File: config.mk
export PLATFORM = sky130hd
export DESIGN_NAME = regfile_wb_arbiter
export DESIGN_NICKNAME = d
export VERILOG_FILES = /design/src/rtl/regfile_wb_arbiter.sv
export SDC_FILE = /design/constraint.sdc
export NUM_CORES = 1
export LEC_CHECK = 0
export ABC_CLOCK_PERIOD_IN_PS = 3100
export CORE_MARGIN = 2
export CORE_UTILIZATION = 50
export DETAILED_ROUTE_END_ITERATION = 7
export PLACE_DENSITY = 0.74
export SETUP_SLACK_MARGIN = 0.2
export SKIP_CTS_REPAIR_TIMING = 1
export SYNTH_ARGS = -nofsm -noshare
export SYNTH_HDL_FRONTEND = slang
export SYNTH_HIERARCHICAL = 1
export SYNTH_SLANG_ARGS = --single-unit
File: constraint.sdc
create_clock -name clk -period 3.1 [get_ports clk]
set_input_delay 0.62 -clock clk [delete_from_list [all_inputs] [get_ports clk]]
set_output_delay 0.62 -clock clk [all_outputs]
set_load 0.01 [all_outputs]
File: src/rtl/regfile_wb_arbiter.sv
// Write-back arbiter: three 2-deep request FIFOs drained round-robin onto the regfile write and R0 ports.
// Latency: accept edge -> grant next cycle -> registered write strobe the cycle after (2 cycles minimum).
// Backpressure: *_ready from the registered FIFO count only; low while full or in reset.

// Two-entry FIFO with a registered occupancy count; slot0 is always the head.
// Latency: an entry pushed on an edge is visible at the head in the following cycle.
// Backpressure: push_rdy low at count 2 (even if a pop happens that cycle) and during reset.
module regfile_wb_fifo2 #(
    parameter int W = 8
) (
    input  logic         clk,
    input  logic         reset,
    input  logic         push_vld,
    output logic         push_rdy,
    input  logic [W-1:0] push_dat,
    input  logic         pop,
    output logic         head_vld,
    output logic [W-1:0] head_dat
);
    logic [1:0]   count;
    logic [W-1:0] slot0;
    logic [W-1:0] slot1;
    logic         acc;

    assign push_rdy = (count < 2'd2) && !reset;
    assign acc      = push_vld && push_rdy;
    assign head_vld = (count != 2'd0);
    assign head_dat = slot0;

    always_ff @(posedge clk) begin
        if (reset) begin
            count <= 2'd0;
            slot0 <= '0;
            slot1 <= '0;
        end else begin
            case ({acc, pop})
                2'b10: begin
                    if (count == 2'd0) slot0 <= push_dat;
                    else               slot1 <= push_dat;
                    count <= count + 2'd1;
                end
                2'b01: begin
                    slot0 <= slot1;
                    count <= count - 2'd1;
                end
                2'b11: begin
                    // Simultaneous push/pop keeps the count; a push at count 2 cannot occur.
                    if (count == 2'd1) begin
                        slot0 <= push_dat;
                    end else begin
                        slot0 <= slot1;
                        slot1 <= push_dat;
                    end
                end
                default: ;
            endcase
        end
    end
endmodule

// Round-robin write-back arbiter in front of the 16x16 register file.
// Latency: 2 cycles accept-to-strobe; one write per cycle sustained.
// Backpressure: each producer sees its own FIFO ready; strobes are never stalled.
module regfile_wb_arbiter #(
    parameter int DW = 16,
    parameter int AW = 4
) (
    input  logic          clk,
    input  logic          reset,
    input  logic          alu_valid,
    output logic          alu_ready,
    input  logic [AW-1:0] alu_addr,
    input  logic [DW-1:0] alu_data,
    input  logic          mem_valid,
    output logic          mem_ready,
    input  logic [AW-1:0] mem_addr,
    input  logic [DW-1:0] mem_data,
    input  logic          md_valid,
    output logic          md_ready,
    input  logic [AW-1:0] md_addr,
    input  logic [DW-1:0] md_lo,
    input  logic [DW-1:0] md_hi,
    output logic [AW-1:0] wadd,
    output logic [DW-1:0] wdata,
    output logic          regwrite,
    output logic [DW-1:0] wr0,
    output logic          r0write,
    output logic [2:0]    pending,
    output logic          idle
);
    typedef struct packed {
        logic [AW-1:0] addr;
        logic [DW-1:0] data;
    } wr_t;

    typedef struct packed {
        logic [AW-1:0] addr;
        logic [DW-1:0] lo;
        logic [DW-1:0] hi;
    } md_t;

    localparam logic [1:0] SRC_ALU = 2'd0;
    localparam logic [1:0] SRC_MEM = 2'd1;
    localparam logic [1:0] SRC_MD  = 2'd2;

    wr_t        alu_head;
    wr_t        mem_head;
    md_t        md_head;
    logic       alu_vld;
    logic       mem_vld;
    logic       md_vld;
    logic       alu_pop;
    logic       mem_pop;
    logic       md_pop;
    logic [3:0] nonempty;
    logic [1:0] rr;
    logic [1:0] cand0;
    logic [1:0] cand1;
    logic [1:0] cand2;
    logic [1:0] gnt_idx;
    logic       gnt_vld;

    function automatic logic [1:0] inc3(input logic [1:0] s);
        return (s == SRC_MD) ? SRC_ALU : s + 2'd1;
    endfunction

    regfile_wb_fifo2 #(.W(AW + DW)) u_alu_fifo (
        .clk      (clk),
        .reset    (reset),
        .push_vld (alu_valid),
        .push_rdy (alu_ready),
        .push_dat ({alu_addr, alu_data}),
        .pop      (alu_pop),
        .head_vld (alu_vld),
        .head_dat (alu_head)
    );

    regfile_wb_fifo2 #(.W(AW + DW)) u_mem_fifo (
        .clk      (clk),
        .reset    (reset),
        .push_vld (mem_valid),
        .push_rdy (mem_ready),
        .push_dat ({mem_addr, mem_data}),
        .pop      (mem_pop),
        .head_vld (mem_vld),
        .head_dat (mem_head)
    );

    regfile_wb_fifo2 #(.W(AW + 2 * DW)) u_md_fifo (
        .clk      (clk),
        .reset    (reset),
        .push_vld (md_valid),
        .push_rdy (md_ready),
        .push_dat ({md_addr, md_lo, md_hi}),
        .pop      (md_pop),
        .head_vld (md_vld),
        .head_dat (md_head)
    );

    assign nonempty = {1'b0, md_vld, mem_vld, alu_vld};
    assign cand0    = rr;
    assign cand1    = inc3(cand0);
    assign cand2    = inc3(cand1);

    always_comb begin
        gnt_vld = 1'b0;
        gnt_idx = rr;
        if (nonempty[cand0]) begin
            gnt_vld = 1'b1;
            gnt_idx = cand0;
        end else if (nonempty[cand1]) begin
            gnt_vld = 1'b1;
            gnt_idx = cand1;
        end else if (nonempty[cand2]) begin
            gnt_vld = 1'b1;
            gnt_idx = cand2;
        end
    end

    assign alu_pop = gnt_vld && (gnt_idx == SRC_ALU);
    assign mem_pop = gnt_vld && (gnt_idx == SRC_MEM);
    assign md_pop  = gnt_vld && (gnt_idx == SRC_MD);

    always_ff @(posedge clk) begin
        if (reset)        rr <= SRC_ALU;
        else if (gnt_vld) rr <= inc3(gnt_idx);
    end

    always_ff @(posedge clk) begin
        if (reset) begin
            regwrite <= 1'b0;
            r0write  <= 1'b0;
            wadd     <= '0;
            wdata    <= '0;
            wr0      <= '0;
        end else begin
            regwrite <= 1'b0;
            r0write  <= 1'b0;
            if (gnt_vld) begin
                case (gnt_idx)
                    SRC_ALU: begin
                        regwrite <= 1'b1;
                        wadd     <= alu_head.addr;
                        wdata    <= alu_head.data;
                    end
                    SRC_MEM: begin
                        regwrite <= 1'b1;
                        wadd     <= mem_head.addr;
                        wdata    <= mem_head.data;
                    end
                    default: begin
                        r0write <= 1'b1;
                        wr0     <= md_head.hi;
                        // An md result aimed at R0 keeps only hi, so R0 is not written twice.
                        if (md_head.addr != '0) begin
                            regwrite <= 1'b1;
                            wadd     <= md_head.addr;
                            wdata    <= md_head.lo;
                        end
                    end
                endcase
            end
        end
    end

    assign pending = {md_vld, mem_vld, alu_vld};
    assign idle    = (pending == 3'b000) && !regwrite && !r0write;
endmodule

======== After elaboration in Yosys (flattened, before gate mapping) ========
Index checks and enable logic that the tools add are counted.
cells by class
  magnitude comparators ................... 6
  equality and inequality tests ........... 25
  bitwise operators ....................... 2
  $add $sub $neg .......................... 9
  multiplexer cells ....................... 43
  reductions and logical operators ........ 43
operators with widths
  operator                                                                      number
  20-bit 2-to-1 mux                                                             8
  36-bit 2-to-1 mux                                                             4
  20-bit case mux with 3 select lines                                           2
  36-bit case mux with 3 select lines                                           1
  20-bit case mux with 2 select lines                                           2
  36-bit case mux with 2 select lines                                           1
  16-bit case mux with 2 select lines                                           1
  2-bit == test, second input constant                                          9
  2-bit nonzero test                                                            9
  16-bit 2-to-1 mux                                                             1
  2-bit by 1-bit == test with 1-bit output, second input constant               7
  2-bit by 1-bit adder with 2-bit output, second input constant                 6
  2-bit 2-to-1 mux                                                              6
  2-bit != test, second input constant                                          6
  2-bit case mux with 2 select lines                                            3
  3-bit nonzero test                                                            4
  1-bit logical AND                                                             11
  2-bit AND reduction                                                           5
  2-bit by 3-bit less-than comparator with 1-bit output, second input constant  3
  1-bit 2-to-1 mux                                                              9
  3-bit AND reduction                                                           3
  2-bit zero test                                                               4
  4-bit case mux with 2 select lines                                            1
  1-bit binary-select mux with 2-bit select                                     3
  9 further kinds                                                               19
word-level totals
  register bits after elaboration ......... 198
  logic and storage cells ................. 143

======== Longest topological paths before layout ========
Gate-level depths: netlist (run 1).
  depth after elaboration ................. 14
  gate-level depth with buffers ........... 16
  mapped depth without buffers ............ 13

======== Cells and area by module ========
Netlist (run 1), hierarchy kept.
modules (own cells, without submodules)
  module                         cells each  times used  seq. area each (um^2)  area each (um^2)
  regfile_wb_fifo2 (u_md_fifo)   401         1           1481.4                 3354.5
  regfile_wb_fifo2 (u_mem_fifo)  242         1           840.8                  1989.4
  regfile_wb_fifo2 (u_alu_fifo)  242         1           840.8                  1964.4
  regfile_wb_arbiter             190         1           800.8                  1813.0

======== Least setup slack after synthesis (run 1) ========
No wires, ideal clock.
  path type ............................... reg-to-reg
  from .................................... register u_mem_fifo.count[1]
  to ...................................... register u_md_fifo.slot1[30]
  required time ........................... 2.968 ns
  setup time .............................. 0.132 ns
  arrival time ............................ 2.709 ns
  slack ................................... 0.259 ns
  path buffers ............................ 4
  clock period less this slack ............ 2.841 ns
  stages on the path, launching flop included .. 16
  cell sequence ........................... dfxtp_1 inv_1 ha_1 inv_1 or2_2 a21boi_2 o21a_1 buf_4 buf_6 inv_1 ha_1 or2_2 buf_2 buf_2 nand3_1 a21oi_1
between the ends
  word-level cells in the longest chain between the ends .. 11
RTL lines
  what                                                                  line  text
  start: declaration                                                    20    logic [1:0] count;
  start signal: assignment                                              40    count <= count + 2'd1;
  start signal: assignment                                              44    count <= count - 2'd1;
  2-bit nonzero test *                                                  27    assign head_vld = (count != 2'd0);
  net mem_vld                                                           110   logic mem_vld;
  1-bit binary-select mux with 2-bit select                             174   end else if (nonempty[cand2]) begin
  1-bit 2-to-1 mux (not written as such)                                174
  2-bit 2-to-1 mux                                                      174
  2-bit 2-to-1 mux                                                      171   end else if (nonempty[cand1]) begin
  2-bit 2-to-1 mux                                                      168   if (nonempty[cand0]) begin
  2-bit == test                                                         182   assign md_pop = gnt_vld && (gnt_idx == SRC_MD);
  1-bit logical AND *                                                   182
  net md_pop                                                            114   logic md_pop;
  2-bit == test                                                         36    case ({acc, pop})
  2-bit != test (no line) / 2-bit nonzero test (equally long branches)  --
  3-bit AND reduction (no line)                                         --
  end signal: assignment                                                39    else slot1 <= push_dat;
  end signal: assignment                                                52    slot1 <= push_dat;
  end: declaration                                                      22    logic [W-1:0] slot1;
Mark *: on every way through the listed nets, which the timed path passes. The rest lies on a longest branch. The select of a mux whose other input is x is not followed.
A chain may end at the register's enable or synchronous reset.

======== Worst setup path in the final report (run 1) ========
  from .................................... register u_alu_fifo.count[0]
  to ...................................... register u_alu_fifo.slot1[16]
between the ends
  word-level cells in the longest chain between the ends .. 11
RTL lines
  what                                                                  line  text
  start: declaration                                                    20
  start signal: assignment                                              40
  start signal: assignment                                              44
  2-bit nonzero test *                                                  27
  1-bit binary-select mux with 2-bit select                             174
  1-bit 2-to-1 mux (not written as such)                                174
  2-bit 2-to-1 mux                                                      174
  2-bit 2-to-1 mux                                                      171
  2-bit 2-to-1 mux                                                      168
  2-bit zero test                                                       180   assign alu_pop = gnt_vld && (gnt_idx == SRC_ALU);
  1-bit logical AND *                                                   180
  net alu_pop                                                           112   logic alu_pop;
  2-bit == test                                                         36
  2-bit != test (no line) / 2-bit nonzero test (equally long branches)  --
  3-bit AND reduction (no line)                                         --
  end signal: assignment                                                39
  end signal: assignment                                                52
  end: declaration                                                      22
Marked as above.

==> run summary, run 1 <==
CTS sink count -> 198
worst slew pin tran -> 0.584 ns
drt pass-1 iters -> 6
Mapped Nets -> 1178
most common cell after layout, fill and taps aside -> dfxtp_1
final worst path period share -> 88.5%
fillcell total -> 1572
required time of the critical path -> 3.40 ns
CTS max path bufs -> 2
Syn Inst Count -> 1075
IO buf count -> 125
# nets final -> 1256
placer congestion estimate -> 0.852
layout cells sized above 1 -> 9.26%
reg-to-reg slack, setup -> 0.36 ns
sequential share of the synthesized area -> 43.5%
Critical path origin -> u_alu_fifo/count[0]
pwr dens -> 1150 nW/µm²
Distinct cells, synth -> 43
leakage dissipation -> 3.92 nW
CP cell instances -> inv_1, ha_2, inv_2, a21boi_0, nor2_1, o22ai_1, and2_2, inv_1, ha_1, a22o_1, buf_4, o21ai_0, a21oi_1
Worst path slowest cell -> dfxtp_1
Initial Util -> 51.0%
Setup-failing EPs final -> 0
Fmax -> 365 MHz
vias in the first global route -> 7814
crit-path max FO -> 20
Critical Path Most Common Cell -> inv_1
fin crit period -> 2.74 ns
row count -> 49
Detail Route Antenna Nets -> 0
initial antenna violation count -> 0
Die ar. -> 19300 µm²
CP Launch Type -> flop
crit-path max cell delay -> 0.41 ns
Ports -> 126
Synth warnings -> 6
worst skew pair latency -> 0.43 ns
CP Data Arrival Time -> 3.04 ns
Hold Path Origin -> u_md_fifo/slot1[2]
crit path capture type -> flop
Slew HR -> 61.1%
Hold Vio Cnt, Final -> 0
WL per Instance -> 19.5 µm
Final Max Tran Viols -> 0
number of enable flip-flop cells after synthesis -> 0
clock skew -> 0.00818 ns
ant diodes -> 0
total gr overflow -> 0
ys async rst share -> 0%
DRC violations left -> 0
global-route usage over all layers -> 27.0%
WS Path Type -> flop to flop
unrepaired setup endpoints after global routing -> yes
most frequent cells in the layout -> dfxtp_1 (197), a21oi_1 (179), nand3_1 (152)
DP Wirelength -> 17800 µm
VDD IR max -> 0.000810 V
synthesis-to-finish area growth -> 21.9%
H-tree levels -> 4
Post-Syn Area per Cell -> 8.48 µm²
CTS Buf Count -> 17
Vias -> 8862
core area -> 17900 µm²
Layout Utilization -> 62.1%
Yosys reg bits -> 198
outcome -> finished, final reports clean
first-pass GRT wire length -> 42600 µm
Reg2Reg Launch Point -> u_alu_fifo/count[0]
CTS tree -> built
CTS root buf -> clkbuf_16
Post-synth top flop -> dfxtp_1
DR vias/cell -> 6.35
clock slew at reported path FFs -> 0.07 ns
final wirelength -> 27100 µm
die width -> 139 µm
synthesized area -> 9120 µm²
DR iter-0 viols -> 1158
setup TNS -> 0 ns
max-cap violations -> 0
worst hold path type -> flop to flop
Die H -> 139 µm
largest net degree at the start of global routing -> 53
==> critical path: cells and delay by family, from the launching register on <==
family                     cells  cell delay (ns)
AOI/OAI and AO/OA              5             0.94
adders and majority gates      2             0.47
buffers and inverters          4             0.47
DFF                            1             0.41
and+or+nand+nor                2             0.32
==> metal layers <==
metal  vias up  part of all wire (%)  routed length, µm  track usage (%)
met1      4231                    43              11800             38.4
met5         -                     0                  0                0
met3        30                   8.1               2190             5.52
met4         0                   1.6                430             7.71
met2       423                    47              12700             41.7
li1       4178                     -                  -                -
==> path summary, 6_finish.rpt <==
| check | to | cells after the start |
|---|---|---|
| setup / recovery | u_alu_fifo/slot1[16] | 13 |
| setup reg to reg | u_alu_fifo/slot1[16] | 13 |
| hold / removal | u_md_fifo/slot1[2] | 2 |
| hold reg to reg | u_md_fifo/slot1[2] | 2 |
==> area by class of cell <==
cell class / instances / area [µm²] / share of cell area, %
clock buffers: 21 / 440 / 3.96
clock inverters: 11 / 128 / 1.15
repair buffers: 178 / 1690 / 15.2
inverters: 23 / 90.1 / 0.810
well taps: 229 / 287 / 2.58
multi-input cells: 735 / 4520 / 40.6
flip-flops and latches: 198 / 3970 / 35.7
==> per-stage QoR <==
step	setup slack [ns]	area, µm²	total power (W)	std cells	hold WS (ns)
finish	0.358	11100	0.0128	1395	0.474
global route	0.167	11100	0.0136	1395	0.494
CTS	0.0465	11000	0.0125	1393	0.472
detailed placement	0.137	10400	0.0104	1361	0.463
global placement	0.252	10400	0.0102	1361	0.457
floorplan	0.259	9120	0.00846	1075	0.450
==> power by group <==
part / switching [W] / internal [W]
registers: 0.000591 / 0.00339
logic: 0.00400 / 0.00267
clock network: 0.000972 / 0.00119
==> cell usage after synthesis, types with 3 or more instances <==
| master | n | area (µm²) |
|---|---|---|
| buf_4 | 10 | 75.1 |
| nand2_1 | 7 | 26.3 |
| a311oi_1 | 75 | 657 |
| or2b_1 | 3 | 22.5 |
| dfxtp_1 | 198 | 3960 |
| clkbuf_2 | 5 | 25.0 |
| nor2b_1 | 4 | 25.0 |
| and2b_1 | 3 | 22.5 |
| or2_2 | 4 | 25.0 |
| a211oi_1 | 23 | 173 |
| mux2i_1 | 16 | 160 |
| nand3_1 | 152 | 761 |
| nor2_1 | 31 | 116 |
| nand2b_1 | 9 | 56.3 |
| xor2_1 | 4 | 35.0 |
| buf_6 | 12 | 135 |
| and2_1 | 4 | 25.0 |
| o21ai_0 | 136 | 681 |
| o21ai_1 | 20 | 100 |
| clkbuf_1 | 58 | 218 |
| a222oi_1 | 20 | 200 |
| a22oi_1 | 3 | 22.5 |
| a21oi_1 | 179 | 896 |
| inv_1 | 22 | 82.6 |
| ha_1 | 22 | 275 |
| buf_2 | 34 | 170 |
==> kinds of logic after synthesis <==
logic type	after synthesis	share of synthesized area [%]
compound gates	470	31.3
buf+inv	142	7.78
simple gates	223	12.3
mux	16	1.76
fa+ha+maj	22	3.02
xor+xnor	4	0.384
flops	198	43.5
==> flip-flops by register name, summed over array words and instances, names as in the netlist <==
signal               count
cand0                    2
r0write                  1
regwrite                 1
u_alu_fifo/count         2
u_alu_fifo/head_dat     20
u_alu_fifo/slot1        20
u_md_fifo/count          2
u_md_fifo/head_dat      36
u_md_fifo/slot1         36
u_mem_fifo/count         2
u_mem_fifo/head_dat     20
u_mem_fifo/slot1        20
wadd                     4
wdata                   16
wr0                     16
No activity file was read; power rests on OpenSTA's default activity.
==> run 2: changes to the inputs <==
--- a/config.mk
+++ b/config.mk
@@ -5,11 +5,12 @@
 export SDC_FILE = /design/constraint.sdc
 export NUM_CORES = 1
 export LEC_CHECK = 0
-export ABC_CLOCK_PERIOD_IN_PS = 3100
+export ABC_CLOCK_PERIOD_IN_PS = 2900
 export CORE_MARGIN = 2
 export CORE_UTILIZATION = 50
 export DETAILED_ROUTE_END_ITERATION = 7
 export PLACE_DENSITY = 0.74
+export RECOVER_POWER = 25
 export SETUP_SLACK_MARGIN = 0.2
 export SKIP_CTS_REPAIR_TIMING = 1
 export SYNTH_ARGS = -nofsm -noshare
==> constraint.sdc (replaced) <==
create_clock -name clk -period 2.9 [get_ports clk]
set_input_delay 0.58 -clock clk [delete_from_list [all_inputs] [get_ports clk]]
set_output_delay 0.58 -clock clk [all_outputs]
set_load 0.01 [all_outputs]
==> run 2 against run 1 <==
Compared with the run above: combinational power rose by 14%; cell count is 0.79% higher; highest routed layer unchanged; count of clock-buffer cells in the layout rose by 1; global-route usage up 0.21 points; critical endpoint is now u_md_fifo/slot1[13]; critical path type unchanged; setup slack got worse by 0.18 ns.
==> run summary, run 2 (synthesis gave the netlist of run 1 again) <==
Clock power frac -> 16.1% (was 16.9%)
first-pass GRT wire length -> 42800 µm (was 42600 µm)
Comb power frac -> 53.8% (was 52.1%)
vias in the first global route -> 8106 (was 7814)
DR iter-0 viols -> 1166 (was 1158)
WL per Instance -> 20.3 µm (was 19.5 µm)
most frequent cells in the layout -> dfxtp_1 (196), a21oi_1 (178), nand3_1 (152) (was dfxtp_1 (197), a21oi_1 (179), nand3_1 (152))
CTS tree -> built (unchanged)
initial antenna violation count -> 0 (unchanged)
global-route usage over all layers -> 27.2% (was 27.0%)
CTS root buf -> clkbuf_16 (unchanged)
layout cells sized above 1 -> 11.4% (was 9.26%)
WS Path Type -> flop to flop (unchanged)
Final Max Tran Viols -> 0 (unchanged)
Setup-failing EPs final -> 0 (unchanged)
VDD IR max -> 0.000714 V (was 0.000810 V)
CTS sink count -> 198 (unchanged)
Hold Vio Cnt, Final -> 0 (unchanged)
most common cell after layout, fill and taps aside -> dfxtp_1 (unchanged)
unrepaired setup endpoints after global routing -> yes (unchanged)
total gr overflow -> 0 (unchanged)
outcome -> finished, final reports clean (unchanged)
synthesis-to-finish area growth -> 24.6% (was 21.9%)
DR vias/cell -> 6.47 (was 6.35)
worst hold path type -> input port to flop (was flop to flop)
drt pass-1 iters -> 7 (was 6)
largest net degree at the start of global routing -> 94 (was 53)
Die H -> 139 µm (unchanged)
Fmax -> 368 MHz (was 365 MHz)
H-tree levels -> 4 (unchanged)
Die ar. -> 19300 µm² (unchanged)
DRC violations left -> 0 (unchanged)
Detail Route Antenna Nets -> 0 (unchanged)
leakage dissipation -> 4.10 nW (was 3.92 nW)
setup TNS -> 0 ns (unchanged)
pwr dens -> 1240 nW/µm² (was 1150 nW/µm²)
crit-path max FO -> 18 (was 20)
die width -> 139 µm (unchanged)
CP Data Arrival Time -> 3.00 ns (was 3.04 ns)
CP Launch Type -> flop (unchanged)
ant diodes -> 0 (unchanged)
Internal Power -> 0.00792 W (was 0.00725 W)
worst slew pin tran -> 0.989 ns (was 0.584 ns)
Initial Util -> 51.0% (unchanged)
clock slew at reported path FFs -> 0.07 ns (about the same)
Reg power frac -> 30.1% (was 31.0%)
switching share of power -> 44.0% (was 43.4%)
final wirelength -> 28500 µm (was 27100 µm)
CTS max path bufs -> 2 (unchanged)
# nets final -> 1267 (was 1256)
clock skew -> 0.00593 ns (was 0.00818 ns)
Net Sw Power -> 0.00623 W (was 0.00556 W)
fin crit period -> 2.72 ns (was 2.74 ns)
placer congestion estimate -> 0.877 (was 0.852)
worst skew pair latency -> 0.44 ns (was 0.43 ns)
max-cap violations -> 0 (unchanged)
Vias -> 9093 (was 8862)
Ports -> 126 (unchanged)
DP Wirelength -> 17800 µm (about the same)
Layout Cells excl Fill -> 1406 (was 1395)
final worst path period share -> 93.8% (was 88.5%)
row count -> 49 (unchanged)
core area -> 17900 µm² (unchanged)
Slew HR -> 34.1% (was 61.1%)
required time of the critical path -> 3.18 ns (was 3.40 ns)
CTS Buf Count -> 17 (unchanged)
Post-Place Cells -> 1366 (was 1361)
crit path capture type -> flop (unchanged)
IO buf count -> 125 (unchanged)
run 2: path summary, 6_finish.rpt:
check,startpoint,end,slack [ns],cells past startpoint
worst max-delay path,u_mem_fifo/count[0],u_md_fifo/slot1[13],0.18,11
worst min-delay path,reset,u_md_fifo/slot1[32],0.38,2
worst max register to register,u_mem_fifo/count[0],u_md_fifo/slot1[13],0.18,11
worst min register to register,u_md_fifo/slot1[33],u_md_fifo/slot1[33],0.47,2
run 2: per-stage QoR:
stage | total power (W) | instance area (µm²) | setup slack (ns) | hold slack (ns) | utilization [%]
after floorplan | 0.00909 | 9140 | 0.198 | 0.450 | -
after global placement | 0.0110 | 10500 | 0.124 | 0.456 | 58.6
after detailed placement | 0.0112 | 10500 | 0.0617 | 0.464 | 58.6
after CTS | 0.0134 | 11000 | -0.0727 | 0.364 | 61.7
after global routing | 0.0149 | 11400 | 0.0521 | 0.372 | 63.5
final | 0.0141 | 11400 | 0.180 | 0.376 | 63.5
run 2: routing by layer:
metal | vias up | share of wire (%) | GRT usage (%) | wire [µm]
met4 | 0 | 3.1 | 11.3 | 892
met1 | 4334 | 42 | 38.2 | 12000
li1 | 4198 | - | - | -
met3 | 61 | 8.1 | 3.90 | 2310
met5 | - | 0 | 0 | 0
met2 | 500 | 47 | 42.2 | 13300
run 2: critical path, cell delays in order (launching register included):
cell	delay (ns)
dfxtp_2	0.35
inv_1	0.10
ha_4	0.17
clkinvlp_2	0.16
or2_4	0.32
a21boi_4	0.19
o21a_4	0.18
inv_1	0.08
ha_2	0.24
or2_2	0.51
nand3_1	0.18
a21oi_1	0.07
run 2: final cells by class:
cell class	instances	area (µm²)
clock inverter	10	98.8
timing repair buffer	187	1820
clock buffer	22	454
multi-input combinational	737	4650
fill	1516	6540
sequential	198	3970
tap	229	287
inverter	23	87.6
run 2: power groups by stage:
stage / Combinational, W / Clock [W] / Sequential, W
finish: 0.00761 / 0.00227 / 0.00426
global route: 0.00822 / 0.00239 / 0.00433
CTS: 0.00692 / 0.00229 / 0.00424
detailed placement: 0.00688 / 0 / 0.00428
global placement: 0.00677 / 0 / 0.00427
floorplan: 0.00503 / 0 / 0.00406
==> run 3: changes to the inputs <==
--- a/config.mk
+++ b/config.mk
@@ -6,7 +6,6 @@
 export NUM_CORES = 1
 export LEC_CHECK = 0
 export ABC_CLOCK_PERIOD_IN_PS = 2900
-export CORE_MARGIN = 2
 export CORE_UTILIZATION = 50
 export DETAILED_ROUTE_END_ITERATION = 7
 export PLACE_DENSITY = 0.74
==> run 3 against run 2 <==
Compared with the run above: the run now ends with capacitance limit, slew limit left; non-clock buffer count grew 4; maximum frequency grew 0.40%; first-iteration DRC count is essentially flat; sequential share of layout area is essentially flat; setup slack gained 0.011 ns; worst hold slack gained 0.024 ns; sequential power shrank 0.9%; final area is essentially flat; critical path type unchanged.
==> run summary, run 3 (synthesis gave the netlist of run 1 again) <==
fin crit period -> 2.71 ns (was 2.72 ns)
reg-to-reg slack, setup -> 0.19 ns (was 0.18 ns)
FF/Latch Area -> 3970 µm² (unchanged)
pwr dens -> 1240 nW/µm² (about the same)
Worst path slowest cell -> dfxtp_2 (was or2_2)
Die H -> 137 µm (was 139 µm)
max-cap violations -> 1 (was 0)
Hold EP -> u_md_fifo/slot1[33] (was u_md_fifo/slot1[32])
Critical Path Most Common Cell -> inv_1 (unchanged)
largest net degree at the start of global routing -> 91 (was 94)
Detail Route Antenna Nets -> 0 (unchanged)
R2R depth -> 15 (was 11)
crit-path max FO -> 20 (was 18)
placed instance area -> 10500 µm² (about the same)
crit path capture type -> flop (unchanged)
CTS root buf -> clkbuf_16 (unchanged)
worst slew pin tran -> 1.64 ns (was 0.989 ns)
Reg2Reg Launch Point -> u_mem_fifo/count[0] (unchanged)
DR vias/cell -> 6.38 (was 6.47)
Hold Path Origin -> reset (unchanged)
Ports -> 126 (unchanged)
Multi-input gate area -> 4610 µm² (was 4650 µm²)
core area -> 17900 µm² (unchanged)
H-tree levels -> 4 (unchanged)
initial antenna violation count -> 0 (unchanged)
CTS Buf Count -> 17 (unchanged)
dpl ws -> -0.167 ns (was 0.0617 ns)
Layout Cells excl Fill -> 1408 (was 1406)
Initial Util -> 51.0% (unchanged)
Final Max Tran Viols -> 91 (was 0)
placer congestion estimate -> 0.863 (was 0.877)
ant diodes -> 0 (unchanged)
DRC violations left -> 0 (unchanged)
failing checks -> capacitance limit, slew limit
drt pass-1 iters -> 5 (was 7)
clock slew at reported path FFs -> 0.07 ns (about the same)
row count -> 49 (unchanged)
VDD IR max -> 0.000619 V (was 0.000714 V)
outcome -> finished, violations left (was finished, final reports clean)
worst hold path type -> input port to flop (unchanged)
first-pass GRT wire length -> 42200 µm (was 42800 µm)
vias in the first global route -> 8138 (was 8106)
WP buf/inv -> 6 (was 3)
leakage dissipation -> 4.12 nW (was 4.10 nW)
hold_ws -> 0.400 ns (was 0.376 ns)
final worst path period share -> 93.4% (was 93.8%)
Largest delay share family, worst path -> buffers and inverters (was simple AND/OR/NAND/NOR gates)
total gr overflow -> 0 (unchanged)
die width -> 137 µm (was 139 µm)
clock skew -> 0.00923 ns (was 0.00593 ns)
Setup-failing EPs final -> 0 (unchanged)
CTS tree -> built (unchanged)
crit-path max cell delay -> 0.37 ns (was 0.51 ns)
fillcell total -> 1520 (was 1516)
WS Path Type -> flop to flop (unchanged)
CP cell instances -> inv_1, ha_2, inv_1, o21bai_1, a22oi_1, o21ai_1, nand2_1, inv_1, buf_4, ha_2, buf_4, nand2b_1, buf_6, nand3_1, a311oi_2 (was inv_1, ha_4, clkinvlp_2, or2_4, a21boi_4, o21a_4, inv_1, ha_2, or2_2, nand3_1, a21oi_1)
most frequent cells in the layout -> dfxtp_1 (196), a21oi_1 (178), nand3_1 (152) (unchanged)
global-route usage over all layers -> 28.8% (was 27.2%)
unrepaired setup endpoints after global routing -> yes (unchanged)
setup ws final -> 0.191 ns (was 0.180 ns)
most common cell after layout, fill and taps aside -> dfxtp_1 (unchanged)
layout cells sized above 1 -> 11.6% (was 11.4%)
CTS sink count -> 198 (unchanged)
hold path cells -> 2 (unchanged)
required time of the critical path -> 3.24 ns (was 3.18 ns)
Fmax -> 369 MHz (was 368 MHz)
Hold Vio Cnt, Final -> 0 (unchanged)
design area -> 11400 µm² (about the same)
Vias -> 8990 (was 9093)
Post-Place Cells -> 1371 (was 1366)
synthesis-to-finish area growth -> 24.7% (was 24.6%)
WL per Instance -> 19.4 µm (was 20.3 µm)
CTS max path bufs -> 2 (unchanged)
CP Launch Type -> flop (unchanged)
R2R Path End -> u_mem_fifo/head_dat[9] (was u_md_fifo/slot1[13])
IO buf count -> 125 (unchanged)
DP Wirelength -> 17900 µm (was 17800 µm)
# nets final -> 1269 (was 1267)
DR iter-0 viols -> 1167 (was 1166)
worst skew pair latency -> 0.44 ns (about the same)
setup TNS -> 0 ns (unchanged)
Die ar. -> 18800 µm² (was 19300 µm²)
CP Data Arrival Time -> 3.05 ns (was 3.00 ns)
final wirelength -> 27300 µm (was 28500 µm)
Slew HR -> -9.47% (was 34.1%)
-- run 3: metrics by stage --
step                util, %  power [W]
finish                 63.5     0.0141
CTS                    62.1     0.0136
global route           63.5     0.0150
floorplan                 -    0.00909
detailed placement     58.7     0.0111
global placement       58.7     0.0110
-- run 3: how the worst max path moves through the flow --
stage | from | to | slack (ns) | cells after the start
after floorplan | u_md_fifo/count[1] | u_alu_fifo/slot1[10] | 0.20 | 15
after global placement | u_md_fifo/count[0] | u_mem_fifo/slot1[2] | -0.03 | 13
after detailed placement | u_md_fifo/count[0] | u_mem_fifo/slot1[9] | -0.17 | 13
after CTS | u_md_fifo/count[0] | u_mem_fifo/slot1[10] | -0.22 | 13
after global routing | u_mem_fifo/count[0] | wdata[1] | 0.06 | 10
final | u_mem_fifo/count[0] | u_mem_fifo/head_dat[9] | 0.19 | 15
-- run 3: where the power goes --
part           switching [W]  internal [W]
clock network        0.00106       0.00141
logic                0.00441       0.00302
registers           0.000600       0.00362
-- run 3: area by class of cell --
cell class | count | share of cell area, %
inverter | 23 | 0.781
sequential | 198 | 34.9
timing repair buffer | 191 | 15.9
tap | 229 | 2.52
clock buffer | 21 | 4.05
clock inverter | 11 | 1.30
multi-input combinational | 735 | 40.6
-- run 3: layer usage --
layer / routed length, µm / global-route usage, % / up-vias
met2: 12600 / 43.4 / 448
li1: - / - / 4208
met4: 1020 / 13.6 / 0
met5: 0 / 0 / -
met3: 2350 / 6.41 / 76
met1: 11400 / 39.0 / 4258
